## src/rtl/branch_sequencer.sv

```systemverilog
// branch_sequencer: PC sequencer with req/ack fetch, taken-branch redirect/flush and halt at exit address
module branch_sequencer #(
  parameter int              PC_W         = 8,
  parameter int              PC_STEP      = 4,
  parameter logic [PC_W-1:0] RESET_PC     = 8'h04,
  parameter logic [PC_W-1:0] EXIT_PC      = 8'h80,
  parameter int              FLUSH_CYCLES = 2
) (
  input  logic            clk,
  input  logic            rst,
  input  logic            stall,
  input  logic            br_valid,
  input  logic            br_taken,
  input  logic [PC_W-1:0] br_target,
  input  logic            fetch_ack,
  output logic            fetch_req,
  output logic [PC_W-1:0] pc,
  output logic            flush,
  output logic            halted,
  output logic [7:0]      br_count
);
  localparam int CW = FLUSH_CYCLES > 1 ? $clog2(FLUSH_CYCLES) : 1;
  typedef enum logic [1:0] {FETCH, FLUSH, HALT} state_e;
  state_e          state_q, state_d;
  logic [PC_W-1:0] pc_q, pc_d;
  logic            flush_q, flush_d, halted_q, halted_d;
  logic [7:0]      bc_q, bc_d;
  logic [CW-1:0]   cnt_q, cnt_d;
  logic            take;
  logic [7:0]      bc_inc;
  assign take      = br_valid && br_taken;
  assign bc_inc    = bc_q + {7'd0, bc_q != 8'hFF};
  assign fetch_req = (state_q == FETCH) && (pc_q != EXIT_PC);
  assign pc        = pc_q;
  assign flush     = flush_q;
  assign halted    = halted_q;
  assign br_count  = bc_q;
  always_ff @(posedge clk) begin
    if (rst) begin
      state_q  <= FETCH;
      pc_q     <= RESET_PC;
      flush_q  <= 1'b0;
      halted_q <= 1'b0;
      bc_q     <= 8'd0;
      cnt_q    <= '0;
    end else begin
      state_q  <= state_d;
      pc_q     <= pc_d;
      flush_q  <= flush_d;
      halted_q <= halted_d;
      bc_q     <= bc_d;
      cnt_q    <= cnt_d;
    end
  end
  // A taken branch outranks everything except HALT, in both FETCH and FLUSH
  always_comb begin
    state_d  = state_q;
    pc_d     = pc_q;
    flush_d  = flush_q;
    halted_d = halted_q;
    bc_d     = bc_q;
    cnt_d    = cnt_q;
    if (state_q != HALT && take) begin
      state_d = FLUSH;
      pc_d    = br_target;
      flush_d = 1'b1;
      cnt_d   = CW'(FLUSH_CYCLES - 1);
      bc_d    = bc_inc;
    end else if (state_q == FETCH) begin
      if (pc_q == EXIT_PC) begin
        state_d  = HALT;
        halted_d = 1'b1;
      end else if (fetch_ack && !stall) pc_d = pc_q + PC_W'(PC_STEP);
    end else if (state_q == FLUSH) begin
      if (cnt_q == '0) begin
        state_d = FETCH;
        flush_d = 1'b0;
      end else cnt_d = cnt_q - 1'b1;
    end
  end
endmodule

```

## config.mk

```make
export PLATFORM = sky130hd
export DESIGN_NAME = branch_sequencer
export DESIGN_NICKNAME = d
export VERILOG_FILES = /design/src/rtl/branch_sequencer.sv
export SDC_FILE = /design/constraint.sdc
export NUM_CORES = 1
export LEC_CHECK = 0
export ABC_AREA = 1
export CELL_PAD_IN_SITES_DETAIL_PLACEMENT = 0
export CELL_PAD_IN_SITES_GLOBAL_PLACEMENT = 1
export CORE_AREA = 2 2 63 65
export DETAILED_ROUTE_END_ITERATION = 12
export DIE_AREA = 0 0 65 67
export GPL_TIMING_DRIVEN = 0
export PLACE_DENSITY_LB_ADDON = 0.08
export REMOVE_ABC_BUFFERS = 1
export SLEW_MARGIN = 20
export SYNTH_ARGS = -nofsm -noshare
export SYNTH_HDL_FRONTEND = slang
export SYNTH_SLANG_ARGS = --single-unit
```

## constraint.sdc

```tcl
create_clock -name clk -period 1.95 [get_ports clk]
set_input_delay 0.39 -clock clk [delete_from_list [all_inputs] [get_ports clk]]
set_output_delay 0.39 -clock clk [all_outputs]
set_load 0.005 [all_outputs]
```

==> results.tsv, run 1 <==
stage	metric	value	unit
outcome	status	completed	
power_and_ir_drop	leakage	0.676	nW
clock_network	clk buf depth	2	
timing	minimum clock period	1830	ps
setup_path	reg2reg path depth	9	
setup_path	WP data arrival	1440	ps
power_and_ir_drop	VDD IR max	0.221	mV
finish	ANT cells	0	
die	core area	0.00361	mm^2
timing	post-route setup slack	118	ps
die	die width	65	um
timing	final slew viol count	0	
yosys	Yosys warnings	0	
finish	layout cells sized above 1	9.48	%
global_route	grt ovf	0	
global_route	total track usage	13.5	%
die	Starting Density	31.9	%
route	Starting DRT DRC Count	91	
setup_path	R2R Setup Slk	410	ps
setup_path	Worst Path Max Fanout	2	
yosys	Synth area leader	dfxtp_1	
yosys	register bit total from synthesis	21	
yosys	post-synthesis sequential area ratio	36.6	%
finish	Layout area overhead	36.8	%
setup_path	crit path cell chain	inv_1, ha_2, inv_1, nor2_2, nand2_1, inv_2, nor2_2, dlygate4sd2_1	
timing	Setup Viol. Count Final	0	
yosys	top post-synthesis cells by area	dfxtp_1, nand2_1, nor2_1	
setup_path	slowest stage delay, CP	340	ps
setup_path	Req. time, crit path	1560	ps
global_route	initial antenna violation count	0	
route	post-route ant nets	0	
placed_design	Port Buffers	32	
timing	Tcrit/Tclk final	93.9	%
setup_path	crit path kind	register to output port	
yosys	Mapped Area	0.00115	mm^2
finish	Final #Nets	230	
setup_path	CP startpoint	pc[3]	
global_route	number of global-route vias before repair	1031	
yosys	Gate Count Post-Synth	177	
global_route	first-pass GRT wire length	4.53	mm
yosys	Yosys top cell area share	36.6	%
route	drt drc	0	
worst_hold_path	worst hold path type	register to register	
clock_network	clock root buffer master	clkbuf_8	
clock_network	CTS H-Tree Depth	1	
setup_path	crit start category	register	
run	max capacitance violation total	0	
timing	Clock Skew	5.66	ps
route	first drt pass iteration count	4	
clock_network	hold buffer count at cts	0	
route	vias	1164	
timing	Slew @ Worst Pin	550	ps
timing	Slew headroom	63.3	%
clock_network	CTS Buf Count	3	
clock_network	CTS clock-pin slew for the worst setup and hold paths	70	ps
setup_path	Crit Reg-Reg Startpoint	br_count[2]	
route	routed length per instance	10.4	um
placed_design	Placed Cells	253	
setup_path	Worst path depth	8	
die	Top Ports	33	
worst_hold_path	Hold Crit Depth	2	
finish	final core utilization	43.6	%
placed_design	DPL Wire Length	1.99	mm
timing	hold_ws	467	ps
placed_design	pre-CTS WS	-23.1	ps
yosys	Yosys cell types	21	
die	num rows	22	
route	Detailed Route WL	2.70	mm
die	Die ar.	0.00436	mm^2
finish	Cell Count, Final, Fillers Out	259	
setup_path	Crit. End Element	output port	
setup_path	reg2reg end	br_count[4]	
setup_path	critical path endpoint	fetch_req	
yosys	Mapped Avg Cell Area	6.50	um^2
timing	Hold Violations, Final	0	
setup_path	CP max stage cell	dfxtp_4	
timing	fmax	546	MHz
clock_network	clk sink count	21	
timing	RSZ-0062 raised after global routing	no	
die	chip height	67	um
global_route	largest net degree at the start of global routing	24	
clock_network	TritonCTS clock tree	yes	
power_and_ir_drop	pwr/cell area	619	mW/mm^2
clock_network	clk_lat worst skew	260	ps
route	number of vias per cell	4.49	
setup_path	WP buf/inv	4	
placed_design	RePlAce Congestion	0.718	
setup_path	family with the most delay on the worst path	buffers and inverters	
timing repair:
item,CTS,global route
gates cloned,0,0
setup buffers,0,2
endpoints found under the setup margin,1,1
pin swaps,0,1
hold endpoints to repair,0,0
gates resized for setup,4,6
logic make-up (layout without fill, tap and decap cells):
family	after synthesis	count (layout)	share of synthesized area, %
adder cells (fa/ha/maj)	4	4	4.35
flip-flops	21	21	36.6
AND/OR/NAND/NOR	106	106	39.1
buffers and inverters	26	60	9.90
AO/OA/AOI/OAI	20	20	10.1
synthesized netlist by cell type:
master	instances
dfxtp_1	21
o21bai_1	1
nor2_1	31
a21oi_1	7
ha_1	4
inv_1	21
a21oi_4	1
nand4_1	3
o31ai_1	1
nand3b_1	1
nand2_2	2
nand2_1	48
nand3_1	17
buf_2	1
nor2_2	2
inv_2	1
buf_6	1
or2_2	1
buf_4	2
o21ai_0	10
nand3_2	1
routing by layer:
| metal | vias to the layer above | part of all wire, % | global-route usage, % | wire length, um |
|---|---|---|---|---|
| li1 | 630 | - | - | - |
| met1 | 510 | 47 | 16.8 | 1270 |
| met2 | 20 | 48 | 23.2 | 1290 |
| met3 | 4 | 4.2 | 2.36 | 113 |
| met4 | 0 | 1.2 | 4.79 | 32 |
| met5 | - | 0 | 0 | 0 |
stage by stage:
| stage | cell area (um^2) | total power [mW] | setup TNS [ps] |
|---|---|---|---|
| final | 1570 | 0.973 | 0 |
| after global routing | 1570 | 1.04 | 0 |
| after CTS | 1550 | 0.980 | 0 |
| after detailed placement | 1500 | 0.694 | -69.0 |
| after global placement | 1500 | 0.691 | -20.6 |
| after floorplan | 1120 | 0.593 | 0 |
how the worst min path moves through the flow:
stage               startpoint     end  slack (ps)
finish                  halted  halted         470
global route            halted  halted         500
CTS                     halted  halted         480
detailed placement      halted  halted         460
global placement        halted  halted         440
floorplan                cnt_q   cnt_q         440
final cells by class:
| type | count | area (um^2) |
|---|---|---|
| multi-input combinational | 130 | 623 |
| timing repair buffer | 34 | 334 |
| inverter | 22 | 82.6 |
| clock buffer | 4 | 45.0 |
| sequential | 21 | 428 |
| fill | 390 | 2030 |
| tap | 48 | 60.1 |
sequential cells by signal (all words and copies together), names as in the netlist:
name      flops
br_count      8
cnt_q         1
flush         1
halted        1
pc            8
state_q       2
worst min-delay path, cell delays in order (launching register included):
cell	delay (ps)
dfxtp_1	310
nand2_1	60
nand2_1	50
cells in the final DEF (no fill, tap or decap), drive strengths merged:
cell,Yosys,final
nor2,33,33
o31ai,1,1
or2,1,1
buf,4,2
nand4,3,3
clkdlybuf4s50,0,31
o21bai,1,1
dfxtp,21,21
ha,4,4
o21ai,10,10
nand3b,1,1
clkbuf,0,4
inv,22,22
nand3,18,18
a21oi,8,8
dlygate4sd2,0,1
nand2,50,50
report_power, final:
part	switching [mW]	total, mW	leakage, nW	internal, mW
logic	0.101	0.212	0.481	0.111
clock network	0.138	0.284	0.0228	0.145
registers	0.0239	0.477	0.173	0.453
total	0.263	0.973	0.676	0.710
Note: power is estimated with default switching activity, not from simulation.
==> run 2: changes to the inputs <==
==> config.mk (replaced) <==
export PLATFORM = sky130hd
export DESIGN_NAME = branch_sequencer
export DESIGN_NICKNAME = d
export VERILOG_FILES = /design/src/rtl/branch_sequencer.sv
export SDC_FILE = /design/constraint.sdc
export NUM_CORES = 1
export LEC_CHECK = 0
export CELL_PAD_IN_SITES_DETAIL_PLACEMENT = 0
export CELL_PAD_IN_SITES_GLOBAL_PLACEMENT = 1
export CORE_AREA = 2 2 60 62
export DETAILED_ROUTE_END_ITERATION = 12
export DIE_AREA = 0 0 62 64
export GPL_TIMING_DRIVEN = 1
export PLACE_DENSITY_LB_ADDON = 0.08
export SLEW_MARGIN = 20
export SYNTH_ARGS = -nofsm -noshare
export SYNTH_HDL_FRONTEND = slang
export SYNTH_SLANG_ARGS = --single-unit
==> results.tsv, run 2 <==
stage	metric	value	unit
outcome	status	completed	
finish	Layout fillers	340	
finish	most frequent cells in the layout	clkdlybuf4s50_1, buf_4, dfxtp_1, nor2_1, nand2_1	
global_route	total track usage	14.6	%
global_route	grt ovf	0	
timing	post-route setup slack	71.2	ps
finish	area taken by multi-input logic gates	671	um^2
setup_path	most used cell, CP	ha_4	
setup_path	Crit. End Element	register	
route	drt drc	0	
worst_hold_path	WHS Endpoint	pc[1]	
finish	Cell Count, Final, Fillers Out	216	
setup_path	Crit Reg-Reg Startpoint	br_count[6]	
timing	fmax	532	MHz
yosys	Post-Syn Nets	135	
setup_path	WP data arrival	2080	ps
timing	minimum clock period	1880	ps
setup_path	crit path kind	register to register	
clock_network	clk buf depth	2	
yosys	post-synthesis sequential area ratio	39.7	%
finish	commonest non-fill, non-tap cell in the layout	clkdlybuf4s50_1	
route	routed length per instance	12.5	um
clock_network	clk_lat worst skew	300	ps
timing	Hold Violations, Final	0	
yosys	Mapped Avg Cell Area	9.06	um^2
clock_network	hold buffer count at cts	0	
timing	hold_ws	483	ps
die	Die ar.	0.00397	mm^2
setup_path	CP max stage cell	or3b_4	
clock_network	TritonCTS clock tree	yes	
die	Top Ports	33	
setup_path	Worst Path Max Fanout	3	
yosys	Yosys warnings	0	
timing	RSZ-0062 raised after global routing	yes	
yosys	Synth area leader	dfxtp_1	
global_route	number of global-route vias before repair	977	
die	chip height	64	um
setup_path	crit start category	register	
worst_hold_path	worst hold path type	register to register	
placed_design	Placed Cells	210	
finish	ANT cells	0	
die	core area	0.00328	mm^2
yosys	Yosys top cell area share	39.7	%
route	number of vias per cell	4.74	
yosys	Yosys cell types	36	
placed_design	Port Buffers	32	
die	num rows	21	
clock_network	CTS H-Tree Depth	1	
yosys	Mapped Area	0.00106	mm^2
yosys	register bit total from synthesis	21	
power_and_ir_drop	VDD IR max	0.289	mV
setup_path	slowest stage delay, CP	390	ps
timing	final slew viol count	0	
route	Starting DRT DRC Count	26	
die	die width	62	um
yosys	Post-synth EDFFs	0	
clock_network	CTS Buf Count	3	
yosys	top post-synthesis cells by area	dfxtp_1, ha_1, nor2_1	
setup_path	reg2reg end	br_count[6]	
placed_design	pre-CTS WS	-103	ps
placed_design	DPL Wire Length	2.01	mm
die	Starting Density	32.3	%
timing	Clock Skew	2.32	ps
route	vias	1023	
clock_network	clk sink count	21	
route	first drt pass iteration count	4	
worst_hold_path	hold path startpoint	pc[1]	
finish	Final #Nets	189	
finish	Layout area overhead	57.4	%
worst_hold_path	Hold Crit Depth	2	
setup_path	WP buf/inv	0	
yosys	most frequent cells after synthesis	dfxtp_1, nor2_1, nand2_1, a21oi_1	
setup_path	family with the most delay on the worst path	simple AND/OR/NAND/NOR gates	
yosys	async set-reset flop share out of synthesis	0	%
timing	Setup Viol. Count Final	0	
setup_path	crit path cell chain	nand4_1, or2_4, ha_4, ha_4, or3b_4, nor3_4, mux2_4	
setup_path	reg2reg path depth	7	
yosys	Gate Count Post-Synth	117	
yosys	top-count cell post-synth	dfxtp_1	
route	post-route ant nets	0	
finish	layout cells sized above 1	28.2	%
power_and_ir_drop	leakage	0.622	nW
timing	Tcrit/Tclk final	96.3	%
clock_network	CTS clock-pin slew for the worst setup and hold paths	110	ps
global_route	largest net degree at the start of global routing	19	
placed_design	RePlAce Congestion	0.810	
timing	Slew @ Worst Pin	385	ps
power_and_ir_drop	pwr/cell area	517	mW/mm^2
run	max capacitance violation total	0	
route	Detailed Route WL	2.70	mm
global_route	initial antenna violation count	0	
clock_network	clock root buffer master	clkbuf_4	
setup_path	Req. time, crit path	2150	ps
finish	Reg area	425	um^2
timing	Slew headroom	74.1	%
yosys	Synth Flop Type	dfxtp_1	
global_route	first-pass GRT wire length	4.33	mm
setup_path	R2R Setup Slk	70	ps
[run 2: cell types whose count changed after synthesis, sizes merged, moves of 4 or more]
cell	delta
o21ai	-8
nor3	+6
nand2	-38
nor2	-19
inv	-18
a211oi	+5
xnor2	+4
nand3	-16
[run 2: timing repair]
| action | in CTS | in global routing |
|---|---|---|
| gates resized for setup | 8 | 15 |
| setup buffers | 0 | 3 |
| endpoints found under the hold margin | 0 | 0 |
| pin swaps | 1 | 6 |
| setup endpoints to repair | 1 | 2 |
[run 2: layout make-up]
type / instances / area share (%)
Multi-Input combinational cell: 88 / 40.2
Timing Repair Buffer: 53 / 28.4
Sequential cell: 21 / 25.5
Tap cell: 46 / 3.45
Clock buffer: 4 / 1.58
Inverter: 4 / 0.900
[run 2: stage by stage]
stage               cell area [um^2]  power (mW)  utilization, %  setup TNS (ps)
global route                    1670       0.918            50.8          -0.674
detailed placement              1560       0.649            47.4            -103
finish                          1670       0.862            50.8               0
floorplan                       1060       0.546               -               0
global placement                1560       0.647            47.4           -88.9
CTS                             1590       0.866            48.4               0
[run 2: power breakdown]
part,switching [mW],internal (mW)
registers,0.0199,0.448
clock network,0.131,0.0798
logic,0.0732,0.110
total,0.224,0.638
[run 2: routing by layer]
| metal | part of all wire (%) | track usage, % | up-vias | wire length, um |
|---|---|---|---|---|
| met5 | 0 | 0 | - | 0 |
| met4 | 0.70 | 3.19 | 0 | 19 |
| met3 | 4.1 | 4.86 | 2 | 110 |
| met2 | 46 | 21.7 | 20 | 1240 |
| met1 | 49 | 20.2 | 482 | 1330 |
| li1 | - | - | 519 | - |
[run 2: how the worst max path moves through the flow]
stage                start     endpoint  slack (ps)  cells after the start
2_1_floorplan  br_count[3]  br_count[6]         110                      7
3_3_place_gp         pc[2]    fetch_req         -90                      7
3_5_place_dp         pc[2]    fetch_req        -100                      7
4_1_cts              pc[2]    fetch_req           3                      6
5_1_grt              pc[2]    fetch_req        -0.7                      6
6_report       br_count[6]  br_count[6]          70                      7
[run 2: kinds of logic after synthesis]
kind of cell | Yosys count | share of synthesized area (%)
DFF | 21 | 39.7
and+or+nand+nor | 55 | 30.5
muxes | 3 | 3.07
xor gates and xnor gates | 7 | 5.79
AOI/OAI and AO/OA | 19 | 12.8
buffers and inverters | 8 | 3.54
adders and majority gates | 4 | 4.72
[run 2: worst min-delay path: stages, from the launching register on]
cell	delay (ps)
dfxtp_1	340
nand2_1	60
a21oi_1	50
